<file path="config.mk">
export PLATFORM = sky130hd
export DESIGN_NAME = assert_collector
export DESIGN_NICKNAME = d
export VERILOG_FILES = /design/src/rtl/assert_collector.sv
export SDC_FILE = /design/constraint.sdc
export NUM_CORES = 1
export LEC_CHECK = 0
export ABC_CLOCK_PERIOD_IN_PS = 3440
export CAP_MARGIN = 20
export CELL_PAD_IN_SITES_DETAIL_PLACEMENT = 2
export CELL_PAD_IN_SITES_GLOBAL_PLACEMENT = 2
export CORE_MARGIN = 2
export CORE_UTILIZATION = 36
export DETAILED_ROUTE_END_ITERATION = 7
export PLACE_DENSITY = 0.85
export SLEW_MARGIN = 20
export SYNTH_ARGS = -nofsm -noshare
export SYNTH_HDL_FRONTEND = slang
export SYNTH_SLANG_ARGS = --single-unit
</file>
<file path="constraint.sdc">
create_clock -name clk -period 3.44 [get_ports clk]
set_input_delay 0.344 -clock clk [delete_from_list [all_inputs] [get_ports clk]]
set_output_delay 0.344 -clock clk [all_outputs]
set_load 0.005 [all_outputs]
</file>
<file path="src/rtl/assert_collector.sv">
// Self-check result collector: counts passing/failing checks, drives a sticky
// ERROR flag and keeps a small FIFO of the first failing check IDs.
module assert_collector #(
    parameter int ID_W      = 8,
    parameter int CNT_W     = 16,
    parameter int LOG_DEPTH = 4
) (
    input  logic                         clk,
    input  logic                         rst,
    input  logic                         start,
    input  logic                         finish,
    input  logic                         chk_valid,
    output logic                         chk_ready,
    input  logic                         chk_pass,
    input  logic [ID_W-1:0]              chk_id,
    output logic                         ERROR,
    output logic                         busy,
    output logic                         done,
    output logic [CNT_W-1:0]             pass_cnt,
    output logic [CNT_W-1:0]             fail_cnt,
    output logic [$clog2(LOG_DEPTH):0]   log_count,
    output logic                         log_overflow,
    input  logic                         log_rd_en,
    output logic                         log_rd_valid,
    output logic [ID_W-1:0]              log_rd_id
);

    localparam int PTR_W  = $clog2(LOG_DEPTH);
    localparam int LCNT_W = PTR_W + 1;
    localparam logic [LCNT_W-1:0] LOG_FULL = LCNT_W'(LOG_DEPTH);
    localparam logic [CNT_W-1:0]  CNT_MAX  = {CNT_W{1'b1}};

    typedef enum logic [1:0] {IDLE, RUN, DONE} state_t;

    state_t state_q, state_d;

    logic [CNT_W-1:0]  pass_cnt_q, pass_cnt_d;
    logic [CNT_W-1:0]  fail_cnt_q, fail_cnt_d;
    logic              error_q, error_d;
    logic              log_overflow_q, log_overflow_d;
    logic [LCNT_W-1:0] log_count_q, log_count_d;
    logic [PTR_W-1:0]  wr_ptr_q, wr_ptr_d;
    logic [PTR_W-1:0]  rd_ptr_q, rd_ptr_d;
    logic              log_rd_valid_q, log_rd_valid_d;
    logic [ID_W-1:0]   log_rd_id_q, log_rd_id_d;
    logic [ID_W-1:0]   mem_q [LOG_DEPTH];
    logic [ID_W-1:0]   mem_d [LOG_DEPTH];

    logic accept;
    logic enter_run;
    logic push;
    logic pop;

    always_ff @(posedge clk or posedge rst) begin
        if (rst) begin
            state_q <= IDLE;
        end else begin
            state_q <= state_d;
        end
    end

    always_comb begin
        state_d = state_q;
        case (state_q)
            IDLE:    if (start)  state_d = RUN;
            RUN:     if (finish) state_d = DONE;
            DONE:    if (start)  state_d = RUN;
            default: state_d = IDLE;
        endcase
    end

    always_comb begin
        chk_ready = (state_q == RUN);
        busy      = (state_q == RUN);
        done      = (state_q == DONE);
    end

    // Push and pop live in different states, so they never coincide.
    always_comb begin
        accept    = (state_q == RUN) && chk_valid;
        enter_run = start && (state_q != RUN);
        push      = accept && !chk_pass && (log_count_q < LOG_FULL);
        pop       = (state_q == DONE) && log_rd_en && (log_count_q != '0);
    end

    always_comb begin
        pass_cnt_d     = pass_cnt_q;
        fail_cnt_d     = fail_cnt_q;
        error_d        = error_q;
        log_overflow_d = log_overflow_q;
        log_count_d    = log_count_q;
        wr_ptr_d       = wr_ptr_q;
        rd_ptr_d       = rd_ptr_q;
        mem_d          = mem_q;
        log_rd_valid_d = pop;
        log_rd_id_d    = pop ? mem_q[rd_ptr_q] : log_rd_id_q;

        if (enter_run) begin
            pass_cnt_d     = '0;
            fail_cnt_d     = '0;
            error_d        = 1'b0;
            log_overflow_d = 1'b0;
            log_count_d    = '0;
            wr_ptr_d       = '0;
            rd_ptr_d       = '0;
        end else if (accept) begin
            if (chk_pass) begin
                if (pass_cnt_q != CNT_MAX) pass_cnt_d = pass_cnt_q + CNT_W'(1);
            end else begin
                if (fail_cnt_q != CNT_MAX) fail_cnt_d = fail_cnt_q + CNT_W'(1);
                error_d = 1'b1;
                if (push) begin
                    mem_d[wr_ptr_q] = chk_id;
                    wr_ptr_d        = wr_ptr_q + PTR_W'(1);
                    log_count_d     = log_count_q + LCNT_W'(1);
                end else begin
                    log_overflow_d = 1'b1;
                end
            end
        end else if (pop) begin
            rd_ptr_d    = rd_ptr_q + PTR_W'(1);
            log_count_d = log_count_q - LCNT_W'(1);
        end
    end

    always_ff @(posedge clk or posedge rst) begin
        if (rst) begin
            pass_cnt_q     <= '0;
            fail_cnt_q     <= '0;
            error_q        <= 1'b0;
            log_overflow_q <= 1'b0;
            log_count_q    <= '0;
            wr_ptr_q       <= '0;
            rd_ptr_q       <= '0;
            log_rd_valid_q <= 1'b0;
            log_rd_id_q    <= '0;
            for (int i = 0; i < LOG_DEPTH; i++) mem_q[i] <= '0;
        end else begin
            pass_cnt_q     <= pass_cnt_d;
            fail_cnt_q     <= fail_cnt_d;
            error_q        <= error_d;
            log_overflow_q <= log_overflow_d;
            log_count_q    <= log_count_d;
            wr_ptr_q       <= wr_ptr_d;
            rd_ptr_q       <= rd_ptr_d;
            log_rd_valid_q <= log_rd_valid_d;
            log_rd_id_q    <= log_rd_id_d;
            for (int i = 0; i < LOG_DEPTH; i++) mem_q[i] <= mem_d[i];
        end
    end

    assign pass_cnt     = pass_cnt_q;
    assign fail_cnt     = fail_cnt_q;
    assign ERROR        = error_q;
    assign log_overflow = log_overflow_q;
    assign log_count    = log_count_q;
    assign log_rd_valid = log_rd_valid_q;
    assign log_rd_id    = log_rd_id_q;

endmodule

</file>
==> Yosys cells after proc, flatten, opt, wreduce, memory -nomap -nowiden <==
Index checks and enable logic that the tools add are counted.
{ "op_classes": {"add_sub_neg": 6, "multipliers": 0, "div_mod_pow": 0, "magnitude_cmp": 4, "n_eq_ne": 12, "shifts": 0, "mux": 36, "n_bitwise": 4, "reduce_logical": 27} }
{ "ops": {"columns": ["operator", "n"], "rows": [
  ["two-way mux 16 bit", 8],
  ["adder 16 x 1 -> 16 bit (second input constant)", 2],
  ["bitwise mux 32 bit", 1],
  ["inequality test 16 bit (second input constant)", 2],
  ["two-way mux 8 bit", 3],
  ["two-way mux 2 bit", 9],
  ["binary-select mux 8 bit (select 2 bit)", 1],
  ["demux 8 bit (select 2 bit)", 1],
  ["two-way mux 3 bit", 5],
  ["AND reduction 3 bit", 5],
  ["nonzero test 2 bit", 6],
  ["inequality test 2 x 1 -> 1 bit (second input constant)", 4],
  ["logical AND 1 bit", 7],
  ["two-way mux 1 bit", 7],
  [">= comparator 3 bit (second input constant)", 2],
  ["NOT 2 -> 3 bit", 2],
  ["AND reduction 2 bit", 3],
  ["nonzero test 3 bit", 2],
  ["adder 2 x 1 -> 2 bit (second input constant)", 2],
  ["inequality test 2 bit (second input constant)", 2],
  ["case mux 2 bit (2 select lines)", 1],
  ["AND reduction 4 bit", 1],
  ["adder 3 x 1 -> 3 bit (second input constant)", 1],
  ["< comparator 3 x 1 -> 1 bit (second input constant)", 1],
  ["10 further kinds", 11]
]} }
{ "word_totals": {"reg_bits": 84, "latch_bits": 0, "mem_bits_rw": 0, "rom_bits": 0, "inputBits": 15, "output_inout_bits": 49, "mem_count": 0} }

==> Longest topological paths before layout <==
{ "depth": {"depth_word": 8, "depth_mapped": 7, "ltp_nobuf": 6} }

==> Least setup slack after synthesis <==
OpenSTA, ideal clock, no wires.
{ "synth_path": {"path_type": "register -> register", "startpoint": "reg pass_cnt_q[0] (netlist: pass_cnt[0])", "endpoint": "reg pass_cnt_q[15] (netlist: pass_cnt[15])", "setup_ns": 0.078, "arrival_time_ns": 1.762, "path_slack_ns": 1.599, "path_stages_with_launch": 7, "synth_period_minus_slack_ns": 1.841, "cell_sequence": "dfrtp_1 ha_1 and4_1 clkbuf_1 a21o_1 or4_1 a21oi_1"} }
{ "synth_between": {"elab_chain_cells": 5, "elab_cells_between_ends": 8} }
{ "synth_lines": {"columns": ["element", "line", "source"], "rows": [
  ["from (decl)", "37", "logic [CNT_W-1:0] pass_cnt_q, pass_cnt_d;"],
  ["from (signal assigned)", "139", "pass_cnt_q <= pass_cnt_d;"],
  ["adder 16 x 1 -> 16 bit", "108", "if (pass_cnt_q != CNT_MAX) pass_cnt_d = pass_cnt_q + CNT_W'(1);"],
  ["two-way mux 16 bit", "108", null],
  ["two-way mux 16 bit", "107", "if (chk_pass) begin"],
  ["two-way mux 16 bit", "106", "end else if (accept) begin"],
  ["two-way mux 16 bit", "98", "if (enter_run) begin"]
]} }
Several ways; a longest one is shown, not always the timed one. The select of a mux whose other input is x is not followed.
A chain may end at the register's enable or synchronous reset.

==> Worst setup path after layout <==
{ "layout_path": {"startpoint": "in chk_pass", "endpoint": "reg mem_q[15] in the netlist's numbering"} }
{ "layout_between": {"elab_chain_cells": 4, "elab_cells_between_ends": 5} }
{ "layout_lines": {"columns": ["element", "line", "source"], "rows": [
  ["from (decl)", "14", "input logic chk_pass,"],
  ["logical NOT 1 bit", "82", "push = accept && !chk_pass && (log_count_q < LOG_FULL);"],
  ["logical AND 1 bit (2 in a row)", "82", null],
  ["AND reduction 4 bit (no source line) (*)", null, null],
  ["to (decl)", "46", "logic [ID_W-1:0] mem_q [LOG_DEPTH];"]
]} }
Every way passes the cells marked *; elsewhere a longest branch is shown, timed or not.

==> flow_metrics.env <==
export IMPL_yosys_cell_types_count=54
export IMPL_grt_pass1_vias=3651
export IMPL_synth_top_area_cell="dfrtp_1"
export IMPL_synth_area_top_cells="dfrtp_1 51%, mux2_2 11%, mux4_2 4.4%, nand2_1 3.0%, mux2i_1 2.2%"
export IMPL_die_h_um=110.7
export IMPL_first_pass_iters=4
export IMPL_fin_util_pct=47.00
export IMPL_p_clk_share_pct=31.5
export IMPL_drive_above_1_share_pct=16.31
export IMPL_viasPerCell=5.693
export IMPL_ys_ff_latch=84
export IMPL_cts_made_buffers=9
export IMPL_worst_r2r_setup_slack_ps=1400
export IMPL_rsz0062_at_grt="false"
export IMPL_io_pins=64
export IMPL_stdcell_area_um2=5162
export IMPL_clock_sinks=84
export IMPL_ys_async_sr_fraction_pct=100.0
export IMPL_power_density_nw_per_um2=586.0
export IMPL_hold_buffers=0
export IMPL_fp_row_count=38
export IMPL_cp_end_kind="flip-flop"
export IMPL_path_class="input port to flip-flop"
export IMPL_period_share_pct=60.73
export IMPL_grt_pass1_wl_um=20270
export IMPL_gp_congestion=0.7564
export IMPL_dp_cells=542
export IMPL_ir_drop_uv=230.4
export IMPL_finClkSkew_ps=6.689
export IMPL_p_switching_uw=850.2
export IMPL_leakage_nw=2.245
export IMPL_dr_first_iter_drc_count=118
export IMPL_htreeDepth=3
export IMPL_clk_pin_slew_ps=60
export IMPL_insertion_delay_ps=340
export IMPL_seq_area_frac_synth_pct=51.28
export IMPL_routedWlPerCell_um=22.06
export IMPL_rr_worst_depth=5
export IMPL_slew_violations=0
export IMPL_root_buffer="clkbuf_16"
export IMPL_synth_flop_cell="dfrtp_1"
export IMPL_setup_viol=0
export IMPL_syn2layout_area_growth_pct=25.95
export IMPL_insertedDiodeCount=0
export IMPL_post_synth_top_count_cell="dfrtp_1"
export IMPL_synth_fp_nets=372
export IMPL_die_area_um2=12260
export IMPL_cts_resized=0
export IMPL_start_util_pct=37.32
export IMPL_grt_max_degree=85
export IMPL_place_area_um2=4877
export IMPL_outcome="completed"
export IMPL_final_net_count=435
export IMPL_post_cts_buffers=0
export IMPL_hold_viol=0
export IMPL_pwr_share_seq_pct=44.8
export IMPL_portBuffers=63
export IMPL_min_path_type="input port to asynchronous set/reset pin"
export IMPL_r2r_start="fail_cnt[0]"
export IMPL_ys_top_cells_by_count="84 x dfrtp_1, 40 x mux2_2, 33 x nand2_1"
export IMPL_avgSynthCellArea_um2=11.71
export IMPL_vias=3171
export IMPL_worstSetupStartpointType="input port"
export IMPL_synth_top_cell_area_share_pct=51.28
export IMPL_wl_um=12290
export IMPL_reg2reg_to="fail_cnt[1]"
export IMPL_drc=0
export IMPL_tritoncts="built"
export IMPL_max_freq_mhz=478.7
export IMPL_worstMarginPinSlew_ps=902.4
export IMPL_drv_cap=0
export IMPL_yosys_warnings=0
export IMPL_timing_critical_path_from="chk_pass"
export IMPL_setup_tns_ps=0
export IMPL_synth_edf_count=0
export IMPL_internal_power_mw=2.175
export IMPL_core_area_um2=10980
export IMPL_swShare_pct=28.10
export IMPL_grt_use_total_pct=20.69
export IMPL_antenna_found_initial=0
export IMPL_crit_required_ps=3660
export IMPL_syn_inst=350
export IMPL_p_comb_share_pct=23.6
export IMPL_clockBufferDepth=2
export IMPL_dp_hpwl_um=8569
export IMPL_syn_area_um2=4099
export IMPL_final_min_clock_period_ps=2089
export IMPL_relSlewSlack_pct=39.29
export IMPL_grt_overflow_total=0
export IMPL_fp_dieW_um=110.7
export IMPL_cp_max_fo=8
export IMPL_crit_arrival_ps=2310
export IMPL_postRouteAntennaNets=0
export IMPL_fin_cells=557
## cells in the final DEF, fill, tap and decap left out, types with 4 or more instances in the layout
| master | count |
|---|---|
| a21o_1 | 4 |
| a21oi_1 | 15 |
| a31oi_1 | 6 |
| and2_1 | 5 |
| and3_1 | 9 |
| clkbuf_16 | 9 |
| clkdlybuf4s50_1 | 63 |
| dfrtp_1 | 84 |
| ha_1 | 7 |
| inv_1 | 7 |
| mux2_2 | 40 |
| mux2i_1 | 9 |
| mux4_2 | 8 |
| nand2_1 | 33 |
| nand2b_1 | 4 |
| nand3_1 | 12 |
| nand4_1 | 7 |
| nor2_1 | 10 |
| o211ai_1 | 6 |
| o21ai_0 | 8 |
| o311ai_0 | 4 |
| o31ai_1 | 5 |
| or4_1 | 5 |
## logic make-up (layout without fill, tap and decap cells)
family / count (synthesis) / count (layout) / share of synthesized area, %
AND/OR/NAND/NOR: 107 / 107 / 14.16
flip-flops: 84 / 84 / 51.28
AO/OA/AOI/OAI: 69 / 69 / 11.69
multiplexers: 57 / 57 / 17.58
buffers and inverters: 22 / 89 / 2.289
adder cells (fa/ha/maj): 7 / 7 / 2.137
XOR/XNOR: 4 / 4 / 0.8549
## cell type report
class / count / area (um^2)
clock buffer: 13 / 250.2
timing repair buffer: 66 / 665.6
multi-input combinational: 244 / 1903
inverter: 8 / 31.28
fill: 1107 / 5821
tap: 140 / 175.2
clock inverter: 2 / 35.03
sequential: 84 / 2102
## per-stage QoR
step / hold WS [ps] / power (mW) / worst slack [ps]
after global placement: 482.8 / 1.992 / 1107
after global routing: 500.9 / 3.177 / 1201
final: 414.2 / 3.025 / 1351
after floorplan: 445.3 / 1.733 / 930.9
after CTS: 463.2 / 3.059 / 1331
after detailed placement: 497.7 / 2.081 / 1051
## critical path: stages
cell	delay [ps]
clkdlybuf4s50_1	470
nand4bb_1	330
nor2_2	360
nand2_1	390
mux2_2	410
## flip-flops by register name, indices dropped and copies added (netlist names)
register / cells
mem_q: 32
fail_cnt: 16
pass_cnt: 16
log_rd_id: 8
log_count: 3
rd_ptr_q: 2
state_q: 2
wr_ptr_q: 2
ERROR: 1
log_overflow: 1
log_rd_valid: 1
## worst max-delay path by stage
| stage | endpoint | slack (ps) | cells after the start |
|---|---|---|---|
| 3_5_place_dp | mem_q[15] | 1050 | 5 |
| 3_3_place_gp | mem_q[11] | 1110 | 5 |
| 2_1_floorplan | ERROR | 930 | 1 |
| 6_report | mem_q[15] | 1350 | 5 |
| 4_1_cts | mem_q[15] | 1330 | 5 |
| 5_1_grt | pass_cnt[1] | 1200 | 5 |
## per-layer routing
metal | track usage (%) | routed length, um | up-vias
li1 | - | - | 1443
met1 | 25.76 | 5393 | 1662
met2 | 36.77 | 6380 | 49
met3 | 3.226 | 284 | 17
met4 | 6.750 | 229 | 0
met5 | 0 | 0 | -
## power by group through the flow
stage	combinational (mW)	sequential, mW	clock [mW]
after global placement	0.660	1.33	0
after floorplan	0.436	1.30	0
after global routing	0.778	1.38	1.01
after CTS	0.728	1.36	0.974
after detailed placement	0.711	1.37	0
final	0.715	1.36	0.954
(Power assumes the default switching activity.)
